--- src/rtl/fifo_pkg.sv ---
// Shared defaults and elaboration-time helpers for the parametrised FIFO family.
package fifo_pkg;
  localparam int DEF_DATA_W = 8;
  localparam int DEF_ADDR_W = 3;

  // Bits needed to address v entries.
  function automatic int clog2(input int v);
    int r;
    int x;
    r = 0;
    x = v - 1;
    while (x > 0) begin
      r++;
      x = x >> 1;
    end
    return r;
  endfunction

  function automatic bit thresholds_ok(input int af, input int ae, input int depth);
    return (af >= 1) && (af <= depth) && (ae >= 0) && (ae <= depth - 1) && (ae < af);
  endfunction
endpackage

--- src/rtl/fifo_mem.sv ---
// Simple dual-port RAM: synchronous write, asynchronous read, contents not reset.
module fifo_mem
  import fifo_pkg::*;
#(
  parameter int DATA_W = DEF_DATA_W,
  parameter int ADDR_W = DEF_ADDR_W
) (
  input  logic              clk,
  input  logic              we,
  input  logic [ADDR_W-1:0] waddr,
  input  logic [DATA_W-1:0] wdata,
  input  logic [ADDR_W-1:0] raddr,
  output logic [DATA_W-1:0] rdata
);
  logic [DATA_W-1:0] mem_q [2**ADDR_W];

  always_ff @(posedge clk) begin
    if (we) mem_q[waddr] <= wdata;
  end

  assign rdata = mem_q[raddr];
endmodule

--- src/rtl/sync_fifo_param.sv ---
// Parametrised single-clock FIFO with threshold flags, sticky error flags and an
// optional first-word-fall-through read port.
module sync_fifo_param
  import fifo_pkg::*;
#(
  parameter int DATA_W   = DEF_DATA_W,
  parameter int ADDR_W   = DEF_ADDR_W,
  parameter int AF_LEVEL = 6,
  parameter int AE_LEVEL = 2,
  parameter bit FWFT     = 1'b0
) (
  input  logic              clk,
  input  logic              rst,
  input  logic [DATA_W-1:0] in,
  input  logic              wr_en,
  input  logic              rd_en,
  input  logic              clr_err,
  output logic [DATA_W-1:0] out,
  output logic              empty,
  output logic              full,
  output logic              part_empty,
  output logic              part_full,
  output logic [ADDR_W:0]   fifo_counter,
  output logic              overflow,
  output logic              underflow
);
  localparam int DEPTH = 2 ** ADDR_W;
  localparam logic [ADDR_W:0]   DEPTH_L = (ADDR_W + 1)'(DEPTH);
  localparam logic [ADDR_W:0]   AF_L    = (ADDR_W + 1)'(AF_LEVEL);
  localparam logic [ADDR_W:0]   AE_L    = (ADDR_W + 1)'(AE_LEVEL);
  localparam logic [ADDR_W:0]   CNT_ONE = (ADDR_W + 1)'(1);
  localparam logic [ADDR_W-1:0] PTR_ONE = ADDR_W'(1);

  if (!thresholds_ok(AF_LEVEL, AE_LEVEL, DEPTH) || clog2(DEPTH) != ADDR_W) begin : g_bad_cfg
    $error("sync_fifo_param: illegal AF_LEVEL/AE_LEVEL for this depth");
  end

  logic [ADDR_W-1:0] wr_ptr_q, wr_ptr_d;
  logic [ADDR_W-1:0] rd_ptr_q, rd_ptr_d;
  logic [ADDR_W:0]   cnt_q, cnt_d;
  logic [DATA_W-1:0] out_q, out_d;
  logic              ovf_q, ovf_d;
  logic              udf_q, udf_d;
  logic [DATA_W-1:0] rd_data;
  logic              rd_ok, wr_ok;

  fifo_mem #(.DATA_W(DATA_W), .ADDR_W(ADDR_W)) u_mem (
    .clk   (clk),
    .we    (wr_ok),
    .waddr (wr_ptr_q),
    .wdata (in),
    .raddr (rd_ptr_q),
    .rdata (rd_data)
  );

  always_comb begin
    empty      = (cnt_q == '0);
    full       = (cnt_q == DEPTH_L);
    part_empty = (cnt_q <= AE_L);
    part_full  = (cnt_q >= AF_L);
    // A push into a full FIFO rides on a same-cycle pop freeing the slot.
    rd_ok      = rd_en & ~empty;
    wr_ok      = wr_en & (~full | rd_ok);

    wr_ptr_d = wr_ok ? wr_ptr_q + PTR_ONE : wr_ptr_q;
    rd_ptr_d = rd_ok ? rd_ptr_q + PTR_ONE : rd_ptr_q;
    cnt_d    = cnt_q;
    unique case ({wr_ok, rd_ok})
      2'b10:   cnt_d = cnt_q + CNT_ONE;
      2'b01:   cnt_d = cnt_q - CNT_ONE;
      default: cnt_d = cnt_q;
    endcase
    out_d = rd_ok ? rd_data : out_q;
    // New error in the same cycle as clr_err keeps the flag set.
    ovf_d = (ovf_q & ~clr_err) | (wr_en & ~wr_ok);
    udf_d = (udf_q & ~clr_err) | (rd_en & empty);
  end

  always_ff @(posedge clk) begin
    if (rst) begin
      wr_ptr_q <= '0;
      rd_ptr_q <= '0;
      cnt_q    <= '0;
      out_q    <= '0;
      ovf_q    <= 1'b0;
      udf_q    <= 1'b0;
    end else begin
      wr_ptr_q <= wr_ptr_d;
      rd_ptr_q <= rd_ptr_d;
      cnt_q    <= cnt_d;
      out_q    <= out_d;
      ovf_q    <= ovf_d;
      udf_q    <= udf_d;
    end
  end

  assign out          = FWFT ? rd_data : out_q;
  assign fifo_counter = cnt_q;
  assign overflow     = ovf_q;
  assign underflow    = udf_q;
endmodule

--- config.mk ---
export PLATFORM = sky130hd
export DESIGN_NAME = sync_fifo_param
export DESIGN_NICKNAME = d
export VERILOG_FILES = /design/src/rtl/fifo_pkg.sv /design/src/rtl/fifo_mem.sv /design/src/rtl/sync_fifo_param.sv
export SDC_FILE = /design/constraint.sdc
export NUM_CORES = 1
export LEC_CHECK = 0
export BUFFER_PORTS_ARGS = -buffer_cell sky130_fd_sc_hd__buf_2
export CAP_MARGIN = 20
export CORE_MARGIN = 2
export CORE_UTILIZATION = 40
export CTS_CLUSTER_SIZE = 30
export DETAILED_ROUTE_END_ITERATION = 8
export PLACE_DENSITY = 0.63
export SYNTH_ARGS = -nofsm -noshare
export SYNTH_HDL_FRONTEND = slang
export SYNTH_SLANG_ARGS = --single-unit
--- constraint.sdc ---
create_clock -name clk -period 3.2 [get_ports clk]
set_input_delay 0.32 -clock clk [delete_from_list [all_inputs] [get_ports clk]]
set_output_delay 0.32 -clock clk [all_outputs]
set_load 0.01 [all_outputs]
* Word level (Yosys, flattened, before mapping)
Memories as Yosys holds them, arrays and structs flattened. A register that Yosys moved wholly into a read port is not among the register bits.
Cells that the tools add are included.
** Storage, ports and cells
- Output and inout bits :: 18
- Register bits :: 12
- Memories kept :: 1
- Memory bits (writable) :: 64
- Input bits :: 13
** Memories
- u_mem.mem_q :: words 8, bits a word 8, rd ports 1, clocked after memory_dff 1, wr ports 1, RTL line fifo_mem.sv:15 : logic [DATA_W-1:0] mem_q [2**ADDR_W];
** Cells by class
- Reduce and logical (&&, ||, !) cells :: 2
- Add/sub/neg operators :: 4
- Mux-type cells :: 3
- Order comparisons :: 2
- Equal/unequal tests :: 3
- Bitwise gates (word level) :: 13
** Operators by type and width (number)
- 4-bit one-hot mux with 2 select lines :: 1
- 3-bit by 1-bit adder with 3-bit output (second input constant) :: 2
- 1-bit bitwise AND :: 6
- 4-bit by 1-bit adder with 4-bit output (second input constant) :: 1
- 4-bit == test (second input constant) :: 1
- 4-bit by 3-bit greater-or-equal comparator with 1-bit output (second input constant) :: 1
- 4-bit by 2-bit <= comparator with 1-bit output (second input constant) :: 1
- 4-bit logical NOT :: 1
- 1-bit inverter :: 4
- 4-bit by 1-bit subtractor with 4-bit output (second input constant) :: 1
- 1-bit OR :: 3
- 2-bit by 1-bit == test with 1-bit output (second input constant) :: 1
- 2-bit == test (second input constant) :: 1
- 1-bit 2-to-1 mux :: 2
- 2-bit nonzero test :: 1

* Longest topological paths before layout
Gate-level depths: netlist (run 1).
- Depth in word-level cells :: 8
- Depth in mapped cells :: 11
- Mapped depth without buffers :: 9

* Modules after synthesis
From an unflattened synthesis (run 1), not the netlist that was laid out.
** Second synthesis, totals
- Cells, all modules :: 217
- Area, all modules :: 3530.9 µm²
** By module, submodules not included
- fifo_mem :: area an instance 2531.2 µm², cells an instance 106, times used 1, sequential area each 1921.8 µm²
- sync_fifo_param :: area an instance 999.7 µm², cells an instance 111, times used 1, sequential area each 400.4 µm²

* Least setup slack after synthesis (run 1)
No wires, ideal clock.
- Kind :: register to register
- Start :: register cnt_q[1] (netlist: fifo_counter[1])
- End :: register cnt_q[3] (netlist: fifo_counter[3])
- Arrival time :: 2.587 ns
- Period minus slack after synthesis :: 2.708 ns
- Buffers on the path :: 2
- Required time :: 3.079 ns
- Path slack :: 0.492 ns
- Stages on the path, launching flop included :: 9
- Path through :: dfxtp_1 buf_6 or4b_4 buf_6 o21ai_4 ha_1 or3_2 o32ai_1 mux2_2
** On the way
- Word-level cells in the longest chain between the ends :: 7
** RTL lines
- from (decl) :: RTL line sync_fifo_param.sv:40 : logic [ADDR_W:0] cnt_q, cnt_d;
- from (signal assigned) :: RTL line sync_fifo_param.sv:90 : cnt_q <= cnt_d;
- 4-bit logical NOT :: RTL line sync_fifo_param.sv:57 : empty = (cnt_q == '0);
- 1-bit inverter :: RTL line sync_fifo_param.sv:62 : rd_ok = rd_en & ~empty;
- 1-bit bitwise AND :: RTL line sync_fifo_param.sv:62
- 1-bit OR :: RTL line sync_fifo_param.sv:63 : wr_ok = wr_en & (~full | rd_ok);
- 1-bit bitwise AND :: RTL line sync_fifo_param.sv:63
- 2-bit by 1-bit == test with 1-bit output / 2-bit == test (equally long branches) :: RTL line sync_fifo_param.sv:68 : unique case ({wr_ok, rd_ok})
- 4-bit one-hot mux with 2 select lines / 2-bit nonzero test (equally long branches)
Several ways; a longest one is shown, not always the timed one.
A chain may end at the register's enable or synchronous reset.

* Worst setup path in the final report (run 1)
Same ends and word-level chain as after synthesis.

==> impl_metrics.ini, run 1 <==
[synth]
syn_inst = 202
avgSynthCellArea_sq_um = 16.55
syn-cell-area_sq_um = 3343
synthesis.nets = 220
synth_compound_area_share_pct = 4.641
synth_top_family_by_area = multiplexers
ys_seq_elements = 84
synth_warnings = 0
synth_fa_ha_area_share_pct = 1.871
yosysSeqAreaShare_pct = 69.46
synthMuxAreaShare_pct = 12.01
synthSimpleGateAreaFrac_pct = 7.597
synth_cell_types = 33
synthXorXnorAreaFrac_pct = 1.834

[drt]
drt_pass1_iterations = 4
drc = 0
num_vias = 1773
routedWlPerCell_um = 17.01
drtIter0Drc = 122
viasPerCell = 5.095
ant_nets = 0
wl_um = 5918

[final_layout]
stdcell_area_sq_um = 3806
drive_above_1_share_pct = 30.86
finalNonFillerCells = 348
multi_input_area_sq_um = 940.9
final_util_pct = 46.56
syn_to_final_growth_pct = 13.85
diodes = 0
num-nets-final = 256
register_area_sq_um = 2322
fillers = 721

[pwr]
ir_worst_vdd_mv = 0.2908
p_sw_share_pct = 30.63
p_per_area_nw_per_um2 = 763.4
p_switching_w = 0.0008899
combPwrFrac_pct = 24.8
clkPwrFrac_pct = 27.2
power.internal_w = 0.002016
p_seq_share_pct = 48.0
p_leak_nw = 1.338

[sta]
layout_min_cycle_time_ns = 2.773
slew_headroom_pct = 40.72
finalHoldViolCount = 0
period_share_pct = 86.65
setup_viol = 0
skew_ns = 0.007574
slew_violations = 0
rsz0062_at_grt = no
tightest_slew_ns = 0.8859
fin_tns_setup_ns = 0
clock.fmax_mhz = 360.7

[cts]
holdBufCountCts = 0
htreeDepth = 3
clock_latency_ns = 0.35
cts_sinks = 84
post_cts_buffers = 0
path_clk_slew_ns = 0.09
cts_resized = 0
cts_tree = yes
clock_path_buffers = 2
cts_buffers = 9
cts_root_buf = clkbuf_8

[worst_setup_path]
criticalPathCategory = reg -> reg
crit_chain = or4b_4, o21ai_4, ha_1, or3_2, o32ai_1, mux2_2
crit_required_ns = 3.44
critPathMaxStageDelay_ns = 0.60
startpoint_type = flop
critPathArrivalTime_ns = 3.01
crit_fanout = 11
endpoint_kind = flop
crit_slowest_cell = or4b_4

[floorplanning]
dieArea_sq_um = 9105
row_count = 33
core_sq_um = 8175
initial_core_util_pct = 40.89
fp.dieW_um = 95.42
die_h_um = 95.42
ios = 31

[grt]
grt_pass1_wl_um = 9225
grt_max_degree = 22
grt_pass1_vias = 1704
grtUsageTotal_pct = 14.45
globalRouteOverflowTotal = 0
antenna_found_initial = 0

[placement]
portBuffers = 30
placed_area_sq_um = 3593
gp_congestion = 0.7647
dpl.hpwl_um = 3757
dpl.cell_count = 332

[min_path]
hold_path_class = in -> reg

[flow_run]
drv_cap = 0

[run_status]
status = complete, no violations
-- cells in the mapped netlist --
library cell	number	area share, %
o32ai_1	1	0.26
nor3_1	12	1.8
nand2_1	3	0.34
mux2i_1	3	0.90
nor4_1	2	0.37
xor2_1	6	1.6
mux2_2	1	0.34
nand2b_1	3	0.56
mux4_2	16	11
a211oi_1	1	0.22
o21ai_0	1	0.15
clkbuf_1	2	0.22
inv_1	1	0.11
a21oi_1	5	0.75
ha_1	5	1.9
o41a_2	1	0.37
a21o_2	1	0.26
nor2_1	23	2.6
a31oi_1	1	0.19
dfxtp_1	20	12
or3_1	1	0.19
clkbuf_2	1	0.15
buf_6	4	1.3
edfxtp_1	64	57
buf_2	2	0.30
or3_2	1	0.22
buf_4	2	0.45
o21ai_4	1	0.49
xnor2_1	1	0.26
or4b_4	1	0.41
nor2b_1	6	1.1
o211ai_1	2	0.45
o22ai_1	8	1.5
-- logic make-up (layout without fill, tap and decap cells) --
| group | after synthesis | in the layout |
|---|---|---|
| AO/OA/AOI/OAI | 22 | 22 |
| XOR/XNOR | 7 | 7 |
| adder cells (fa/ha/maj) | 5 | 5 |
| buffers and inverters | 12 | 53 |
| flip-flops | 84 | 84 |
| multiplexers | 20 | 20 |
| AND/OR/NAND/NOR | 52 | 52 |
-- final cells by class --
cell class / instances / share of cell area, %
clock inverter: 7 / 2.334
tap: 105 / 3.452
sequential: 84 / 61.01
clock buffer: 9 / 3.254
timing repair buffer: 36 / 5.128
multi-input combinational: 106 / 24.72
inverter: 1 / 0.09862
-- placed cells by master, fill, tap and decap left out, drive strengths merged, types with 5 or more instances in the layout --
master	count
xor2	6
nor3	12
nor2	23
a21oi	5
clkbuf	9
buf	36
mux4	16
inv	6
o22ai	8
nor2b	6
dfxtp	20
ha	5
edfxtp	64
-- sequential cells by signal, indices dropped and copies added, names as in the netlist --
signal / flops
fifo_counter: 4
underflow: 1
u_mem.mem_q: 64
rd_ptr_q: 3
out: 8
wr_ptr_q: 3
overflow: 1
-- path summary, 6_finish.rpt --
| check | startpoint | end | slack [ns] | cells past startpoint |
|---|---|---|---|---|
| setup / recovery | fifo_counter[1]$_SDFFE_PP0P_ | fifo_counter[3]$_SDFFE_PP0P_ | 0.43 | 6 |
| hold / removal | in[1] | u_mem.mem_q[5][1]$_DFFE_PP_ | 0.24 | 1 |
| setup reg to reg | fifo_counter[1]$_SDFFE_PP0P_ | fifo_counter[3]$_SDFFE_PP0P_ | 0.43 | 6 |
| hold reg to reg | out[5]$_SDFFE_PP0P_ | out[5]$_SDFFE_PP0P_ | 0.49 | 2 |
-- worst max-delay path: cells and delay by family (launching register included) --
kind,cells,cell delay (ns)
AOI/OAI and AO/OA,2,0.42
adders and majority gates,1,0.36
DFF,1,0.42
muxes,1,0.37
and+or+nand+nor,2,1.09
-- metrics by stage --
step | total power, W | worst slack (ns) | hold slack, ns
global route | 0.003093 | 0.3106 | 0.2226
CTS | 0.002941 | 0.4219 | 0.2186
floorplan | 0.001935 | 0.4920 | 0.4189
detailed placement | 0.002151 | 0.4362 | 0.4831
global placement | 0.002130 | 0.4810 | 0.4757
finish | 0.002906 | 0.4273 | 0.2377
-- power by group through the flow --
stage	logic, W	clock network [W]	registers [W]
after floorplan	0.000522	0	0.00141
after global placement	0.000718	0	0.00141
after detailed placement	0.000730	0	0.00142
after CTS	0.000734	0.000811	0.00140
after global routing	0.000806	0.000872	0.00142
final	0.000722	0.000791	0.00139
-- layer usage --
| metal | GRT usage (%) | wire length (um) | vias to the layer above |
|---|---|---|---|
| met3 | 3.320 | 366 | 7 |
| met2 | 21.36 | 2643 | 53 |
| met4 | 5.714 | 73 | 0 |
| met5 | 0 | 0 | - |
| met1 | 20.84 | 2834 | 857 |
| li1 | - | - | 856 |
Power figures use the tool's default switching activity.
==> run 2, diff against run 1 <==
--- a/config.mk
+++ b/config.mk
@@ -11,7 +11,7 @@
 export CORE_UTILIZATION = 40
 export CTS_CLUSTER_SIZE = 30
 export DETAILED_ROUTE_END_ITERATION = 8
-export PLACE_DENSITY = 0.63
+export PLACE_DENSITY = 0.62
 export SYNTH_ARGS = -nofsm -noshare
 export SYNTH_HDL_FRONTEND = slang
 export SYNTH_SLANG_ARGS = --single-unit
==> impl_metrics.ini, run 2 (synthesized netlist as in run 1, its figures left out) <==
[pwr]
p_seq_share_pct = 48.6
ir_worst_vdd_mv = 0.2999
p_per_area_nw_per_um2 = 753.2
p_sw_share_pct = 30.38
clkPwrFrac_pct = 26.8
p_switching_w = 0.0008753
p_leak_nw = 1.352
power.internal_w = 0.002006
combPwrFrac_pct = 24.6

[run_status]
status = complete, no violations

[grt]
antenna_found_initial = 0
grt_pass1_vias = 1758
grt_max_degree = 22
grtUsageTotal_pct = 15.03
grt_pass1_wl_um = 9597
globalRouteOverflowTotal = 0

[sta]
fin_ws_ns = 0.4345
period_share_pct = 86.42
slew_violations = 0
rsz0062_at_grt = no
tightest_slew_ns = 0.8444
slew_headroom_pct = 43.63
skew_ns = 0.008652
fin_tns_setup_ns = 0
finalHoldViolCount = 0
clock.fmax_mhz = 361.6
setup_viol = 0
layout_min_cycle_time_ns = 2.765

[final_layout]
num-nets-final = 259
layout_common_cells = edfxtp_1 (64), buf_2 (30), nor2_1 (23), dfxtp_1 (20), mux4_2 (16)
layout_commonest_cell = edfxtp_1
diodes = 0
syn_to_final_growth_pct = 14.41
largest_reg_flops = 64
top_register = u_mem.mem_q
drive_above_1_share_pct = 31.71

[drt]
wl_um = 6137
drc = 0
routedWlPerCell_um = 17.48
drtIter0Drc = 121
num_vias = 1817
ant_nets = 0
drt_pass1_iterations = 4
viasPerCell = 5.177

[worst_setup_path]
criticalPathCategory = reg -> reg
endpoint_kind = flop
rr_startpoint = fifo_counter[0]$_SDFFE_PP0P_
crit_slowest_cell = or4b_4
worst-path-buf-inv = 0
crit_chain = or4b_4, o21ai_4, ha_1, or3_2, o32ai_1, mux2_2
reg2reg_slack_ns = 0.43
crit_family = simple AND/OR/NAND/NOR gates
critPathMaxStageDelay_ns = 0.62
crit_path_start = fifo_counter[0]$_SDFFE_PP0P_
critPathArrivalTime_ns = 3.01
r2r_cells = 6
crit_fanout = 9
r2r-end = fifo_counter[3]$_SDFFE_PP0P_
crit_required_ns = 3.45
startpoint_type = flop

[floorplanning]
ios = 31
initial_core_util_pct = 40.89
dieArea_sq_um = 9105
row_count = 33
core_sq_um = 8175
die_h_um = 95.42
fp.dieW_um = 95.42

[min_path]
hold_end = u_mem.mem_q[2][6]$_DFFE_PP_
hold_path_depth = 1
hold_path_class = in -> reg
min_from = in[6]

[placement]
dpl.hpwl_um = 3697
pre_cts_ws_ns = 0.4425
gp_congestion = 0.7438
portBuffers = 30

[cts]
htreeDepth = 3
clock_path_buffers = 2
post_cts_buffers = 0
clock_latency_ns = 0.35
cts_resized = 0
holdBufCountCts = 0
cts_sinks = 84
path_clk_slew_ns = 0.09
cts_root_buf = clkbuf_8
cts_tree = yes
cts_buffers = 9

[flow_run]
drv_cap = 0
## run 2: cell types whose count changed in the layout (fill, tap and decap cells not counted)
cell / change
clkinv_2: +1
clkinv_8: +1
inv_8: -3
buf_4: +3
clkinv_4: +1
## run 2: worst max path at each step
stage / end / cells after the start
after detailed placement: fifo_counter[3]$_SDFFE_PP0P_ / 6
after CTS: fifo_counter[3]$_SDFFE_PP0P_ / 6
after global placement: fifo_counter[3]$_SDFFE_PP0P_ / 6
after floorplan: fifo_counter[3]$_SDFFE_PP0P_ / 8
final: fifo_counter[3]$_SDFFE_PP0P_ / 6
after global routing: fifo_counter[3]$_SDFFE_PP0P_ / 6
## run 2: area by class of cell
type                       count  area (sq um)
fill                         737          4350
sequential                    84          2322
multi-input combinational    106         940.9
timing repair buffer          39         217.7
tap                          105         131.4
clock buffer                   9         123.9
clock inverter                 7         85.08
inverter                       1         3.754
## run 2: through the flow
stage / instance area, sq um / cells / utilization, % / total power [W] / hold WS (ns)
2_1_floorplan: 3343 / 202 / - / 0.001935 / 0.4189
3_3_place_gp: 3616 / 335 / 44.23 / 0.002135 / 0.4798
3_5_place_dp: 3616 / 335 / 44.23 / 0.002147 / 0.4851
4_1_cts: 3825 / 351 / 46.79 / 0.002917 / 0.2256
5_1_grt: 3825 / 351 / 46.79 / 0.003048 / 0.2381
6_report: 3825 / 351 / 46.79 / 0.002881 / 0.2400
## run 2: worst reg2reg max path, cell delays in order, from the launching register on
cell	delay, ns
dfxtp_1	0.41
or4b_4	0.62
o21ai_4	0.29
ha_1	0.37
or3_2	0.49
o32ai_1	0.13
mux2_2	0.36
## run 2: metal layers
metal,vias up,GRT usage (%),wire length [um]
met2,31,22.83,2893
met4,0,7.024,97
li1,864,-,-
met1,914,20.83,2931
met3,8,3.162,214
met5,-,0,0
## run 2: power groups by stage
stage / Clock, W / Combinational [W] / Sequential, W
2_1_floorplan: 0 / 0.000522 / 0.00141
3_3_place_gp: 0 / 0.000714 / 0.00142
3_5_place_dp: 0 / 0.000722 / 0.00143
4_1_cts: 0.000791 / 0.000724 / 0.00140
5_1_grt: 0.000832 / 0.000795 / 0.00142
6_report: 0.000772 / 0.000710 / 0.00140
